[src/rtl/branch_pc_unit_pkg.sv]
// ---------------------------------------------------------------------------
// branch_pc_unit_pkg
// Shared definitions for the branch/PC sequencer:
//   - state_t       : branch FSM state encoding
//   - COND_MSB/LSB  : IR condition-field position (decoded upstream by the
//                     condition flip-flop, listed here so both sides agree)
//   - OFF_MSB/LSB   : IR branch-offset field position
//   - sat_inc16     : saturating 16-bit increment used by the optional
//                     statistics counters
// ---------------------------------------------------------------------------
package branch_pc_unit_pkg;

    typedef enum logic [1:0] {
        ST_IDLE   = 2'b00,
        ST_EVAL   = 2'b01,
        ST_SAMPLE = 2'b10,
        ST_UPDATE = 2'b11
    } state_t;

    localparam int COND_MSB = 20;
    localparam int COND_LSB = 19;

    localparam int OFF_MSB  = 18;
    localparam int OFF_LSB  = 0;

    // Counters stick at all-ones rather than wrapping back to zero.
    function automatic logic [15:0] sat_inc16(input logic [15:0] value);
        return (value == 16'hFFFF) ? value : value + 16'd1;
    endfunction

endpackage

[src/rtl/branch_pc_unit_if.sv]
// ---------------------------------------------------------------------------
// branch_pc_unit_if
// Bus bundle between the datapath controller and the branch/PC unit.
//   ir         : current instruction register
//   pc_inc     : increment PC (fetch)
//   pc_ld      : load PC from pc_in (jump/jal, or abort of a pending branch)
//   pc_in      : load value
//   br_req     : one-cycle branch request, honoured only when idle
//   con_en     : enable towards the condition flip-flop
//   con_taken  : condition flip-flop result
//   pc         : current program counter
//   br_busy    : branch sequence in progress
//   br_done    : one-cycle pulse when a branch resolves
//   br_taken   : result of the last resolved branch
//   br_total_cnt / br_taken_cnt : statistics, only with BRANCH_PC_STATS_EN
// Modports: master = controller side, slave = branch_pc_unit side.
// ---------------------------------------------------------------------------
interface branch_pc_unit_if #(
    parameter int WIDTH = 32
);
    logic [WIDTH-1:0] ir;
    logic             pc_inc;
    logic             pc_ld;
    logic [WIDTH-1:0] pc_in;
    logic             br_req;
    logic             con_en;
    logic             con_taken;
    logic [WIDTH-1:0] pc;
    logic             br_busy;
    logic             br_done;
    logic             br_taken;
`ifdef BRANCH_PC_STATS_EN
    logic [15:0]      br_total_cnt;
    logic [15:0]      br_taken_cnt;
`endif

    modport master (
        output ir, pc_inc, pc_ld, pc_in, br_req, con_taken,
`ifdef BRANCH_PC_STATS_EN
        input  br_total_cnt, br_taken_cnt,
`endif
        input  con_en, pc, br_busy, br_done, br_taken
    );

    modport slave (
        input  ir, pc_inc, pc_ld, pc_in, br_req, con_taken,
`ifdef BRANCH_PC_STATS_EN
        output br_total_cnt, br_taken_cnt,
`endif
        output con_en, pc, br_busy, br_done, br_taken
    );

endinterface

[src/rtl/branch_pc_unit_pc_target_adder.sv]
// ---------------------------------------------------------------------------
// branch_pc_unit_pc_target_adder
// Combinational branch-target adder: sign-extends an OFF_W-bit offset to
// WIDTH bits and adds it to the PC. The sum wraps modulo 2^WIDTH.
//   pc     : current program counter
//   off    : raw offset field from the instruction
//   target : pc + sext(off)
// ---------------------------------------------------------------------------
module branch_pc_unit_pc_target_adder #(
    parameter int WIDTH = 32,
    parameter int OFF_W = 19
) (
    input  logic [WIDTH-1:0] pc,
    input  logic [OFF_W-1:0] off,
    output logic [WIDTH-1:0] target
);

    logic [WIDTH-1:0] off_sext;

    // Low bits come straight from the field, everything above replicates
    // the field's sign bit.
    genvar gi;
    generate
        for (gi = 0; gi < WIDTH; gi++) begin : g_sext
            if (gi < OFF_W) begin : g_field
                assign off_sext[gi] = off[gi];
            end else begin : g_sign
                assign off_sext[gi] = off[OFF_W-1];
            end
        end
    endgenerate

    assign target = pc + off_sext;

endmodule

[src/rtl/branch_pc_unit.sv]
// ---------------------------------------------------------------------------
// branch_pc_unit
// Owns the program counter and sequences conditional-branch resolution.
//
// Ports:
//   clock : system clock, rising edge
//   clear : synchronous active-low reset
//   bus   : branch_pc_unit_if.slave (see interface file for signal list)
//
// Branch sequence IDLE -> EVAL -> SAMPLE -> UPDATE -> IDLE:
//   EVAL   : con_en high, condition flip-flop evaluates
//   SAMPLE : con_en still high, con_taken captured into br_taken
//   UPDATE : br_done pulses; PC takes the target on the way out if taken
// A pc_ld while busy aborts the branch (no br_done, br_taken untouched).
// ir is not latched; the controller holds it stable through UPDATE.
//
// Optional build macro BRANCH_PC_STATS_EN adds saturating 16-bit
// br_total_cnt / br_taken_cnt counters of completed branches.
// ---------------------------------------------------------------------------
module branch_pc_unit
    import branch_pc_unit_pkg::*;
#(
    parameter int               WIDTH    = 32,
    parameter int               OFF_W    = 19,
    parameter logic [WIDTH-1:0] RESET_PC = '0
) (
    input  logic              clock,
    input  logic              clear,
    branch_pc_unit_if.slave   bus
);

    state_t           state_reg;
    logic [WIDTH-1:0] pc_reg;
    logic             con_en_reg;
    logic             br_done_reg;
    logic             br_taken_reg;
    logic [WIDTH-1:0] target_next;

    // Only the offset field is consumed here; the condition field
    // (COND_MSB:COND_LSB) is decoded by the condition flip-flop upstream.
    logic             unused_ir;
    assign unused_ir = ^bus.ir[WIDTH-1:OFF_LSB+OFF_W];

    branch_pc_unit_pc_target_adder #(
        .WIDTH (WIDTH),
        .OFF_W (OFF_W)
    ) u_pc_target_adder (
        .pc     (pc_reg),
        .off    (bus.ir[OFF_LSB +: OFF_W]),
        .target (target_next)
    );

    always_ff @(posedge clock) begin
        if (!clear) begin
            state_reg    <= ST_IDLE;
            pc_reg       <= RESET_PC;
            con_en_reg   <= 1'b0;
            br_done_reg  <= 1'b0;
            br_taken_reg <= 1'b0;
        end else begin
            br_done_reg <= 1'b0;
            unique case (state_reg)
                ST_IDLE: begin
                    // Load wins over increment. A simultaneous br_req sees
                    // the updated PC as its base in UPDATE.
                    if (bus.pc_ld) begin
                        pc_reg <= bus.pc_in;
                    end else if (bus.pc_inc) begin
                        pc_reg <= pc_reg + WIDTH'(1);
                    end
                    if (bus.br_req) begin
                        state_reg  <= ST_EVAL;
                        con_en_reg <= 1'b1;
                    end
                end
                ST_EVAL: begin
                    if (bus.pc_ld) begin
                        pc_reg     <= bus.pc_in;
                        state_reg  <= ST_IDLE;
                        con_en_reg <= 1'b0;
                    end else begin
                        // Keep con_en high through SAMPLE so the flip-flop
                        // output is stable when captured.
                        state_reg  <= ST_SAMPLE;
                        con_en_reg <= 1'b1;
                    end
                end
                ST_SAMPLE: begin
                    con_en_reg <= 1'b0;
                    if (bus.pc_ld) begin
                        pc_reg    <= bus.pc_in;
                        state_reg <= ST_IDLE;
                    end else begin
                        br_taken_reg <= bus.con_taken;
                        br_done_reg  <= 1'b1;
                        state_reg    <= ST_UPDATE;
                    end
                end
                ST_UPDATE: begin
                    state_reg <= ST_IDLE;
                    if (bus.pc_ld) begin
                        pc_reg <= bus.pc_in;
                    end else if (br_taken_reg) begin
                        pc_reg <= target_next;
                    end
                end
                default: begin
                    state_reg  <= ST_IDLE;
                    con_en_reg <= 1'b0;
                end
            endcase
        end
    end

`ifdef BRANCH_PC_STATS_EN
    logic [15:0] br_total_cnt_reg;
    logic [15:0] br_taken_cnt_reg;

    // A branch counts when it leaves UPDATE normally; a pc_ld abort in
    // UPDATE is treated like any other abort and not counted.
    always_ff @(posedge clock) begin
        if (!clear) begin
            br_total_cnt_reg <= 16'd0;
            br_taken_cnt_reg <= 16'd0;
        end else if (state_reg == ST_UPDATE && !bus.pc_ld) begin
            br_total_cnt_reg <= sat_inc16(br_total_cnt_reg);
            if (br_taken_reg) begin
                br_taken_cnt_reg <= sat_inc16(br_taken_cnt_reg);
            end
        end
    end

    assign bus.br_total_cnt = br_total_cnt_reg;
    assign bus.br_taken_cnt = br_taken_cnt_reg;
`endif

    assign bus.pc       = pc_reg;
    assign bus.con_en   = con_en_reg;
    assign bus.br_done  = br_done_reg;
    assign bus.br_taken = br_taken_reg;
    assign bus.br_busy  = (state_reg != ST_IDLE);

endmodule

[src/flat_wrapper.sv]
// flat-port wrapper written by rule: the top's interface ports become plain ports
module branch_pc_unit_flat import branch_pc_unit_pkg::*;
#(
    parameter int               WIDTH    = 32,
    parameter int               OFF_W    = 19,
    parameter logic [WIDTH-1:0] RESET_PC = '0
)
  (clock, clear, bus_ir, bus_pc_inc, bus_pc_ld, bus_pc_in, bus_br_req, bus_con_taken, bus_con_en, bus_pc, bus_br_busy, bus_br_done, bus_br_taken);
  branch_pc_unit_if #(.WIDTH(WIDTH)) bus_i ();
  input  logic clock;
  input  logic clear;
  input wire logic [$bits(bus_i.ir)-1:0] bus_ir;
  input wire logic [$bits(bus_i.pc_inc)-1:0] bus_pc_inc;
  input wire logic [$bits(bus_i.pc_ld)-1:0] bus_pc_ld;
  input wire logic [$bits(bus_i.pc_in)-1:0] bus_pc_in;
  input wire logic [$bits(bus_i.br_req)-1:0] bus_br_req;
  input wire logic [$bits(bus_i.con_taken)-1:0] bus_con_taken;
  output wire logic [$bits(bus_i.con_en)-1:0] bus_con_en;
  output wire logic [$bits(bus_i.pc)-1:0] bus_pc;
  output wire logic [$bits(bus_i.br_busy)-1:0] bus_br_busy;
  output wire logic [$bits(bus_i.br_done)-1:0] bus_br_done;
  output wire logic [$bits(bus_i.br_taken)-1:0] bus_br_taken;
  assign bus_i.ir = bus_ir;
  assign bus_i.pc_inc = bus_pc_inc;
  assign bus_i.pc_ld = bus_pc_ld;
  assign bus_i.pc_in = bus_pc_in;
  assign bus_i.br_req = bus_br_req;
  assign bus_i.con_taken = bus_con_taken;
  assign bus_con_en = bus_i.con_en;
  assign bus_pc = bus_i.pc;
  assign bus_br_busy = bus_i.br_busy;
  assign bus_br_done = bus_i.br_done;
  assign bus_br_taken = bus_i.br_taken;
  branch_pc_unit #(.WIDTH(WIDTH), .OFF_W(OFF_W), .RESET_PC(RESET_PC)) u_core (.clock(clock), .clear(clear), .bus(bus_i));
endmodule
[config.mk]
export PLATFORM = sky130hd
export DESIGN_NAME = branch_pc_unit_flat
export DESIGN_NICKNAME = d
export VERILOG_FILES = /design/src/rtl/branch_pc_unit_pkg.sv /design/src/rtl/branch_pc_unit_if.sv /design/src/rtl/branch_pc_unit_pc_target_adder.sv /design/src/rtl/branch_pc_unit.sv /design/src/flat_wrapper.sv
export SDC_FILE = /design/constraint.sdc
export NUM_CORES = 1
export LEC_CHECK = 0
export ABC_AREA = 0
export CAP_MARGIN = 10
export CORE_ASPECT_RATIO = 1.75
export CORE_MARGIN = 2
export CORE_UTILIZATION = 40
export CTS_CLUSTER_SIZE = 28
export DETAILED_ROUTE_END_ITERATION = 8
export GPL_TIMING_DRIVEN = 0
export PLACE_DENSITY = 0.71
export SETUP_SLACK_MARGIN = 0.4
export SLEW_MARGIN = 25
export SYNTH_ARGS = -nofsm -noshare
export SYNTH_HDL_FRONTEND = slang
export SYNTH_SLANG_ARGS = --single-unit
[constraint.sdc]
create_clock -name clock -period 8.3 [get_ports clock]
set_clock_uncertainty 0.15 [all_clocks]
set_input_delay 1.245 -clock clock [delete_from_list [all_inputs] [get_ports clock]]
set_output_delay 1.245 -clock clock [all_outputs]
set_load 0.02 [all_outputs]
==> run_results.csv, run 1 <==
group,metric,value,unit
route,drc,0,
setup_path,r2r_cells,12,
setup_path,r2r_end,"u_core.bus.pc[24]",
power_and_ir_drop,leakagePower,2.34,nW
sta,period_minus_slack,4.75,ns
clocking,clock_sinks,37,
logic_synthesis,avgSynthCellArea,7.17,um^2
grt,grt_start_max_net_pins,15,
layout,area_delta_synth_final,27.0,%
logic_synthesis,synth_area,0.00456,mm^2
logic_synthesis,async_flop_share,0,%
sta,finalWorstSetupSlack,3.55,ns
clocking,cts_resized,0,
setup_path,crit_slowest_cell,"a311oi_1",
route,first_pass_iters,5,
placement,dp.final_hpwl,13700,um
setup_path,crit_fanout,3,
logic_synthesis,synth_area_leaders,"dfxtp_1 16%, ha_1 9.9%, nand2_1 6.0%",
clocking,cts_setup_buffers,0,
logic_synthesis,yosysUniqueCellTypes,67,
logic_synthesis,synth.top_cell.area_share,16.3,%
clocking,cts_tree,"done",
logic_synthesis,yosysTopAreaCell,"dfxtp_1",
clocking,clk_latency,0.30,ns
setup_path,crit_chain,"clkdlybuf4s50_1, ha_1, inv_1, fa_1, nand2b_1, a21oi_1, o2111ai_1, a21oi_1, o211ai_1, a311oi_1, xor2_1, a221oi_1, a21oi_1",
setup_path,crit_path_end_kind,"flop",
grt,track_usage,28.2,%
floorplanning,ios,106,
min_path,hp-class,"flop to flop",
clocking,clock_path_buffers,2,
route,routed_wl,17700,um
floorplanning,dieArea,0.0123,mm^2
sta,worstMarginPinSlew,1.00,ns
placement,io_buffer_count,92,
setup_path,arrival,4.76,ns
route,drtIter0Drc,436,
sta,setup_viol,0,
layout,fill_cells,1157,
logic_synthesis,syn-instance-count,635,
layout,layout_commonest_cell,"clkdlybuf4s50_1",
floorplanning,rows,51,
clocking,clkTransAtPathRegs,0.06,ns
placement,placed_area,0.00564,mm^2
setup_path,cp_common_cell,"a21oi_1",
placement,dpl.cell_count,859,
layout,drive_gt1_share,4.08,%
clocking,cts_inserted_buffers,5,
setup_path,worstSetupPathType,"input port to flop",
sta,finalCritPeriodShare,57.3,%
grt,grt.overflow.total,0,
outcome,outcome,"finished clean",
grt,grt_pass1_wl,27800,um
route,postRouteAntennaNets,0,
layout,stdcell_count,867,
power_and_ir_drop,pwr_density_cell,164,mW/mm^2
sta,slew_viol_final,0,
setup_path,max_stage_delay,0.66,ns
route,vias_per_cell,6.29,
sta,setup_tns,0,ns
sta,relSlewSlack,33.0,%
setup_path,r2r_start,"u_core.bus.pc[0]",
clocking,postCtsHoldBufs,0,
logic_synthesis,synth-main-ff-cell,"dfxtp_1",
floorplanning,start_util,41.0,%
layout,multi_input_area,0.00361,mm^2
route,dr_total_vias,5453,
clocking,h-tree-depth,2,
clocking,cts_root_buf,"clkbuf_16",
floorplanning,die_w,84.7,um
placement,dp_slack,3.30,ns
sta,fmaxAchievable,210,MHz
setup_path,critPathCapture,"u_core.bus.pc[24]",
sta,rsz0062_at_grt,"no",
layout,num-nets-final,841,
setup_path,reg2reg_slack,4.46,ns
min_path,hold_depth,2,
route,wl_per_cell,20.4,um
setup_path,crit_start,"bus_ir[0]",
sta,hold_viol_final,0,
placement,globalplace.congestion,0.938,
grt,grt_pass1_vias,5271,
layout,most-common-layout-cells,"92 x clkdlybuf4s50_1, 73 x nand2_1, 53 x a21oi_1",
layout,finalInstanceArea,0.00578,mm^2
setup_path,required,8.31,ns
logic_synthesis,syn-num-nets,742,
layout,largest_reg_flops,32,
floorplanning,core,0.0111,mm^2
setup_path,critPathLaunchType,"input port",
logic_synthesis,synth-edff-count,0,
logic_synthesis,yosysWarnings,0,
layout,n_antenna_cell,0,
logic_synthesis,synth-seq-cells,37,
grt,antenna_found_initial,0,
logic_synthesis,ys_seq_area_share,16.3,%
run,drv_cap,0,
layout,area.sequential,741,um^2
floorplanning,die_h,145,um
power_and_ir_drop,vdd_drop_max,87.5,uV
## layout make-up
type | count | share of cell area (%)
plain buffers | 33 | 2.29
multi-input cells | 547 | 62.5
well taps | 132 | 2.86
flip-flops and latches | 37 | 12.8
repair buffers | 92 | 15.9
clock inverters | 3 | 0.303
inverters | 18 | 1.17
clock buffers | 5 | 2.16
## metrics by stage
stage | utilization (%) | power (mW) | hold slack [ns]
CTS | 52.1 | 0.939 | 0.408
global placement | 50.8 | 0.731 | 0.369
global route | 52.1 | 1.00 | 0.445
floorplan | - | 0.560 | 0.388
detailed placement | 50.8 | 0.741 | 0.394
finish | 52.1 | 0.947 | 0.408
## report_power, final
group          internal (mW)  leakage, nW  switching [mW]
Sequential             0.201        0.306          0.0465
Clock                  0.110       0.0696          0.0878
Combinational          0.214         1.97           0.288
Total                  0.525         2.34           0.422
## worst max-delay path: cells and delay by family
| family | cells | cell delay [ns] |
|---|---|---|
| and+or+nand+nor | 1 | 0.20 |
| xor gates and xnor gates | 1 | 0.13 |
| AOI/OAI and AO/OA | 7 | 2.07 |
| adders and majority gates | 2 | 0.57 |
| buffers and inverters | 2 | 0.52 |
## metal layers
layer | global-route usage [%] | vias up | part of all wire (%)
met5 | 0 | - | 0
met4 | 14.1 | 0 | 4.9
met3 | 2.73 | 56 | 4.6
met2 | 52.3 | 239 | 52
met1 | 30.9 | 2577 | 38
li1 | - | 2581 | -
## how the worst min path moves through the flow
stage | start | slack, ns | to
6_report | u_core.bus.con_en | 0.41 | u_core.bus.con_en
4_1_cts | u_core.bus.con_en | 0.41 | u_core.bus.con_en
3_3_place_gp | u_core.bus.con_en | 0.37 | u_core.bus.con_en
5_1_grt | u_core.bus.pc[5] | 0.44 | u_core.bus.pc[5]
2_1_floorplan | u_core.state_reg[0] | 0.39 | u_core.state_reg[0]
3_5_place_dp | u_core.bus.con_en | 0.39 | u_core.bus.con_en
## synthesized netlist by cell type (all sizes together) (8+ instances only)
library cell	instances
nand2	73
a21oi	54
nor2	52
o21ai	48
dfxtp	37
ha	36
clkbuf	30
nand3	30
a21o	24
xor2	23
xnor2	20
inv	17
nor3	17
a221oi	15
nor2b	15
nand4	12
a211oi	8
o211ai	8
## cells by family (layout without fill, tap and decap cells)
logic type	after synthesis	after routing	share of synthesized area (%)
XOR/XNOR	43	43	8.27
AND/OR/NAND/NOR	236	236	25.4
adder cells (fa/ha/maj)	37	37	10.3
flip-flops	37	37	16.3
AO/OA/AOI/OAI	218	218	32.3
multiplexers	13	13	3.02
buffers and inverters	51	151	4.39
Note: power is estimated with default switching activity, not from simulation.
==> run 2: changes to the inputs <==
- clock period: 8.3 -> 4.6 ns (I/O delays scaled with it)
==> run 2 against run 1 <==
  * Global-route usage stayed put
  * Utilization grew 0.12 points
  * Sequential power grew 81%
  * Combinational power grew 81%
  * Critical path depth fell by 5
  * Wire length is essentially flat
  * Cell count did not move
  * Sequential share of layout area hardly changed
  * Register-to-register slack worse by 3.5 ns
  * Clock power is 82% higher
  * Via count increased by 0.64%
  * Worst setup slack worse by 3.0 ns
==> run_results.csv, run 2 (synthesized netlist as in run 1, its figures left out) <==
group,metric,value,unit
sta,setup_viol,0,
sta,setup_tns,0,ns
floorplanning,die_h,145,um
route,wl_per_cell,20.4,um
clocking,cts_tree,"done",
route,wl_met1,6650,um
power_and_ir_drop,leakagePower,2.35,nW
layout,drive_gt1_share,4.35,%
setup_path,crit_path_end_kind,"flop",
setup_path,r2r_cells,12,
route,first_pass_iters,5,
grt,grt_start_max_net_pins,15,
layout,largest_reg_flops,32,
outcome,outcome,"finished clean",
grt,grt_pass1_wl,27800,um
clocking,clock_sinks,37,
floorplanning,rows,51,
layout,area_delta_synth_final,27.3,%
clocking,cts_root_buf,"clkbuf_16",
route,routed_wl,17700,um
grt,grt.overflow.total,0,
layout,multi_input_area,0.00363,mm^2
sta,rsz0062_at_grt,"no",
grt,antenna_found_initial,0,
placement,dp.final_hpwl,13700,um
floorplanning,ios,106,
sta,finalCritPeriodShare,87.5,%
sta,hold_viol_final,0,
layout,fill_cells,1156,
sta,worstMarginPinSlew,1.00,ns
setup_path,critPathLaunchType,"input port",
power_and_ir_drop,power.total,1.71,mW
sta,period_minus_slack,4.03,ns
route,top_layer_used,"met4",
placement,dp_slack,0.151,ns
grt,grt_pass1_vias,5271,
floorplanning,die_w,84.7,um
clocking,cts_inserted_buffers,5,
setup_path,crit_fanout,14,
clocking,h-tree-depth,2,
layout,layout_commonest_cell,"clkdlybuf4s50_1",
sta,relSlewSlack,33.1,%
min_path,hp-class,"flop to flop",
floorplanning,dieArea,0.0123,mm^2
floorplanning,start_util,41.0,%
layout,n_antenna_cell,0,
sta,slew_viol_final,0,
route,postRouteAntennaNets,0,
clocking,clk_latency,0.30,ns
floorplanning,core,0.0111,mm^2
run,drv_cap,0,
power_and_ir_drop,vdd_drop_max,160,uV
clocking,clkTransAtPathRegs,0.06,ns
grt,track_usage,28.2,%
clocking,clock_path_buffers,2,
power_and_ir_drop,pwr_density_cell,295,mW/mm^2
route,drtIter0Drc,439,
min_path,hold_depth,2,
route,vias_per_cell,6.33,
placement,globalplace.congestion,0.938,
route,wl_met3,871,um
setup_path,arrival,4.12,ns
sta,fmaxAchievable,248,MHz
route,wl_met2,9300,um
sta,finalWorstSetupSlack,0.574,ns
placement,io_buffer_count,92,
route,dr_total_vias,5488,
setup_path,required,4.69,ns
setup_path,worstSetupPathType,"input port to flop",
clocking,cts_setup_buffers,0,
layout,area.sequential,741,um^2
route,drc,0,
layout,most-common-layout-cells,"92 x clkdlybuf4s50_1, 73 x nand2_1, 53 x a21oi_1",
layout,num-nets-final,841,
[run 2: layout make-up]
class	instances	area share (%)
plain buffers	33	2.29
multi-input cells	547	62.6
inverters	18	1.17
well taps	132	2.85
repair buffers	92	15.9
clock inverters	3	0.302
flip-flops and latches	37	12.8
clock buffers	5	2.16
[run 2: report_power, final]
| group | leakage, nW | switching [mW] | internal [mW] | total, mW |
|---|---|---|---|---|
| Sequential | 0.306 | 0.0844 | 0.362 | 0.446 |
| Combinational | 1.97 | 0.520 | 0.386 | 0.907 |
| Clock | 0.0696 | 0.161 | 0.199 | 0.360 |
| Total | 2.35 | 0.765 | 0.948 | 1.71 |
[run 2: layer usage]
| layer | up-vias | GRT usage (%) |
|---|---|---|
| li1 | 2581 | - |
| met1 | 2615 | 30.9 |
| met2 | 239 | 52.3 |
| met3 | 53 | 2.73 |
| met4 | 0 | 14.1 |
| met5 | - | 0 |
[run 2: worst paths after layout]
path,from,to,slack [ns]
min reg2reg,u_core.bus.con_en,u_core.bus.con_en,0.40
max,bus_ir[18],u_core.bus.pc[27],0.57
min,u_core.bus.con_en,u_core.bus.con_en,0.40
max reg2reg,u_core.bus.pc[0],u_core.bus.pc[24],0.93
[run 2: per-stage QoR]
step	util, %	hold slack (ns)	cells	area [um^2]
6_report	52.2	0.402	867	5800
5_1_grt	52.2	0.445	867	5800
4_1_cts	52.1	0.408	867	5780
3_5_place_dp	50.8	0.394	859	5640
3_3_place_gp	50.8	0.369	859	5640
2_1_floorplan	-	0.388	635	4560
[run 2: critical path, cell delays in order]
cell	delay (ns)
clkdlybuf4s50_1	0.78
ha_1	0.57
and3_1	0.26
nand2_1	0.08
o32ai_1	0.60
a41oi_1	0.45
or4b_1	0.58
nand3_1	0.09
[run 2: what timing repair did]
item	in CTS	in global routing
hold buffers	0	0
resized for setup	0	2
endpoints found under the setup margin	0	4
==> run 3: changes to the inputs <==
- clock period: 4.6 -> 4.9 ns (I/O delays scaled with it)
==> results of run 3 <==
The final DEF is identical to that of run 1. Status: finished clean.
Among the figures that moved: setup slack after placement 3.30 ns -> 0.406 ns; setup slack after layout 3.55 ns -> 0.657 ns; register-to-register setup slack 4.46 ns -> 1.06 ns; total power 0.947 mW -> 1.60 mW; worst IR drop on VDD 87.5 uV -> 148 uV
==> RTL edit: new RTL, config.mk and constraints of run 2 <==
`WIDTH` is set to 32 in 4 places; all go to 64.
--- a/src/rtl/branch_pc_unit_if.sv
+++ b/src/rtl/branch_pc_unit_if.sv
@@ -16,7 +16,7 @@
 // Modports: master = controller side, slave = branch_pc_unit side.
 // ---------------------------------------------------------------------------
 interface branch_pc_unit_if #(
-    parameter int WIDTH = 32
+    parameter int WIDTH = 64
 );
     logic [WIDTH-1:0] ir;
     logic             pc_inc;
--- a/src/rtl/branch_pc_unit_pc_target_adder.sv
+++ b/src/rtl/branch_pc_unit_pc_target_adder.sv
@@ -7,7 +7,7 @@
 //   target : pc + sext(off)
 // ---------------------------------------------------------------------------
 module branch_pc_unit_pc_target_adder #(
-    parameter int WIDTH = 32,
+    parameter int WIDTH = 64,
     parameter int OFF_W = 19
 ) (
     input  logic [WIDTH-1:0] pc,
--- a/src/rtl/branch_pc_unit.sv
+++ b/src/rtl/branch_pc_unit.sv
@@ -20,7 +20,7 @@
 module branch_pc_unit
     import branch_pc_unit_pkg::*;
 #(
-    parameter int               WIDTH    = 32,
+    parameter int               WIDTH    = 64,
     parameter int               OFF_W    = 19,
     parameter logic [WIDTH-1:0] RESET_PC = '0
 ) (
--- a/src/flat_wrapper.sv
+++ b/src/flat_wrapper.sv
@@ -1,7 +1,7 @@
 // flat-port wrapper written by rule: the top's interface ports become plain ports
 module branch_pc_unit_flat import branch_pc_unit_pkg::*;
 #(
-    parameter int               WIDTH    = 32,
+    parameter int               WIDTH    = 64,
     parameter int               OFF_W    = 19,
     parameter logic [WIDTH-1:0] RESET_PC = '0
 )
Ports: changed (resized bus_ir, bus_pc and bus_pc_in); port bits go from 106 to 202. No check against the original RTL was run, so the function may have changed too.
==> RTL edit against run 2 <==
- cell count up 110%
- design area increased by 100%
- die area is 100% higher
- area after synthesis rose by 110%
- first-iteration DRC count rose to 3.3 times the old value
- sequential cell count up 32
- register-to-register slack worse by 0.39 ns
- routed wire length rose to 2.6 times the old value
- setup slack got worse by 0.16 ns
- count of clock-buffer cells in the layout rose by 5
- non-clock buffer count up 124
- total power rose by 120%
- largest power group unchanged
==> RTL edit: results (changes against run 2) <==
| Metric | Value |
|---|---|
| Top delay family on crit path | `compound AO/OA/AOI/OAI gates (unchanged)` |
| Status | `finished, final reports clean (unchanged)` |
| Initial antenna violation count | `1 (was 0)` |
| Detail Placement HPWL | `35900 um (was 13700 um)` |
| Ys flop type | `dfxtp_1 (unchanged)` |
| Gr usage total | `36.2% (was 28.2%)` |
| CP peak stage delay | `0.49 ns (was 0.78 ns)` |
| Pin count of the biggest net entering global routing | `35 (was 15)` |
| TritonCTS Buffers | `9 (was 5)` |
| H-tree Lvls | `3 (was 2)` |
| Worst skew pair latency | `0.37 ns (was 0.30 ns)` |
| Clock Path Buffers | `2 (unchanged)` |
| Drt pass-1 iters | `6 (was 5)` |
| Final wirelength | `46100 um (was 17700 um)` |
| CP max stage cell | `a2111oi_2 (was clkdlybuf4s50_1)` |
| P_leak | `4.47 nW (was 2.35 nW)` |
| Largest register FFs | `64 (was 32)` |
| ANT nets after route | `0 (unchanged)` |
| Clk Tree Root Cell | `clkbuf_16 (unchanged)` |
| Worst-path clk slew | `0.06 ns (about the same)` |
| Critical Path Fanout Max | `6 (was 14)` |
| Top post-synthesis cells by area | `dfxtp_1 15%, ha_1 9.0%, a21oi_1 6.2%, nand2_1 6.1%, o21ai_0 5.6% (was dfxtp_1 16%, ha_1 9.9%, nand2_1 6.0%, a21oi_1 5.8%, o21ai_0 5.2%)` |
| Max VDD drop | `0.140 mV (was 0.160 mV)` |
| Nets | `1719 (was 841)` |
| Worst-Margin Slew | `0.976 ns (was 1.00 ns)` |
| Detailed Route Iter0 Violations | `1439 (was 439)` |
| Port bufs | `156 (was 92)` |
| Fraction of registers with async set/reset | `0% (unchanged)` |
| Layout fillers | `2415 (was 1156)` |
| Fraction of layout cells with a size suffix above 1 | `5.53% (was 4.35%)` |
| Worst hold path class | `reg -> reg (unchanged)` |
| Netlist cell types | `87 (was 67)` |
| First-pass GRT wire length | `69200 um (was 27800 um)` |
| Via count | `12.0k (was 5488)` |
| YS warnings | `0 (unchanged)` |
| Crit path arrival time | `4.28 ns (was 4.12 ns)` |
| Post-synthesis net count | `1549 (was 742)` |
| Post-synth top cells | `155 x nand2_1, 118 x a21oi_1, 115 x nor2_1 (was 73 x nand2_1, 53 x a21oi_1, 52 x nor2_1)` |
| RD Place Congestion | `1.02 (was 0.938)` |
| Seq/Total Area, Yosys | `14.6% (was 16.3%)` |
RTL edit: worst paths after layout:
| path | slack, ns | endpoint | cells past startpoint | start |
|---|---|---|---|---|
| worst max-delay path | 0.42 | u_core.bus.pc[61]$_SDFFE_PN0P_ | 13 | bus_ir[12] |
| worst min-delay path | 0.36 | u_core.bus.con_en$_SDFFE_PN0P_ | 2 | u_core.bus.con_en$_SDFFE_PN0P_ |
| worst max register to register | 0.54 | u_core.bus.pc[37]$_SDFFE_PN0P_ | 10 | u_core.state_reg[0]$_SDFFE_PN0P_ |
| worst min register to register | 0.36 | u_core.bus.con_en$_SDFFE_PN0P_ | 2 | u_core.bus.con_en$_SDFFE_PN0P_ |
RTL edit: final cells by class:
type	instances	area share (%)
clock inverter	5	0.446
timing repair buffer	159	13.5
antenna	1	0.0212
tap	304	3.23
clock buffer	10	1.94
multi-input combinational	1166	65.2
sequential	69	11.7
buffer	90	3.24
inverter	21	0.669
RTL edit: kinds of logic after synthesis:
| group | count (synthesis) | share of synthesized area (%) |
|---|---|---|
| compound gates | 513 | 37.1 |
| flops | 69 | 14.6 |
| xor+xnor | 94 | 8.70 |
| fa+ha+maj | 69 | 9.20 |
| buf+inv | 111 | 4.86 |
| simple gates | 477 | 24.1 |
| mux | 13 | 1.45 |
RTL edit: through the flow:
| stage | setup TNS, ns | power [mW] | cells | area (sq um) | setup slack [ns] |
|---|---|---|---|---|---|
| floorplan | 0 | 2.13 | 1346 | 9470 | 1.21 |
| global placement | -49.76 | 2.90 | 1806 | 11400 | -2.03 |
| detailed placement | -1.52 | 2.92 | 1807 | 11400 | -0.317 |
| CTS | 0 | 3.64 | 1824 | 11700 | 0.386 |
| global route | 0 | 3.90 | 1825 | 11800 | 0.394 |
| finish | 0 | 3.73 | 1825 | 11800 | 0.415 |
RTL edit: timing repair:
action,4_1_cts,5_1_grt
setup endpoints to repair,9,16
setup buffers,2,0
gates resized for setup,2,8
pin swaps,1,3
RTL edit: where the power goes:
group / switching [mW] / internal [mW]
Clock: 0.316 / 0.415
Sequential: 0.186 / 0.681
Combinational: 1.31 / 0.821
Total: 1.82 / 1.92
RTL edit: worst reg2reg max path, cell delays in order, from the launching register on:
cell and delay (ns):
dfxtp_1 0.39, inv_1 0.08, ha_1 0.27, clkbuf_1 0.44, or3_1 0.22, clkbuf_1 0.43, nand2_1 0.26, nor2_1 0.64
clkbuf_1 0.77, nand2_1 0.12, o21ai_1 0.19
RTL edit: routing by layer:
| layer | track usage [%] | vias up | wire length, um |
|---|---|---|---|
| met5 | 0 | - | 0 |
| met4 | 28.1 | 0 | 4150 |
| met3 | 4.73 | 256 | 3450 |
| met2 | 62.5 | 762 | 22400 |
| met1 | 39.4 | 5493 | 16100 |
| li1 | - | 5457 | - |
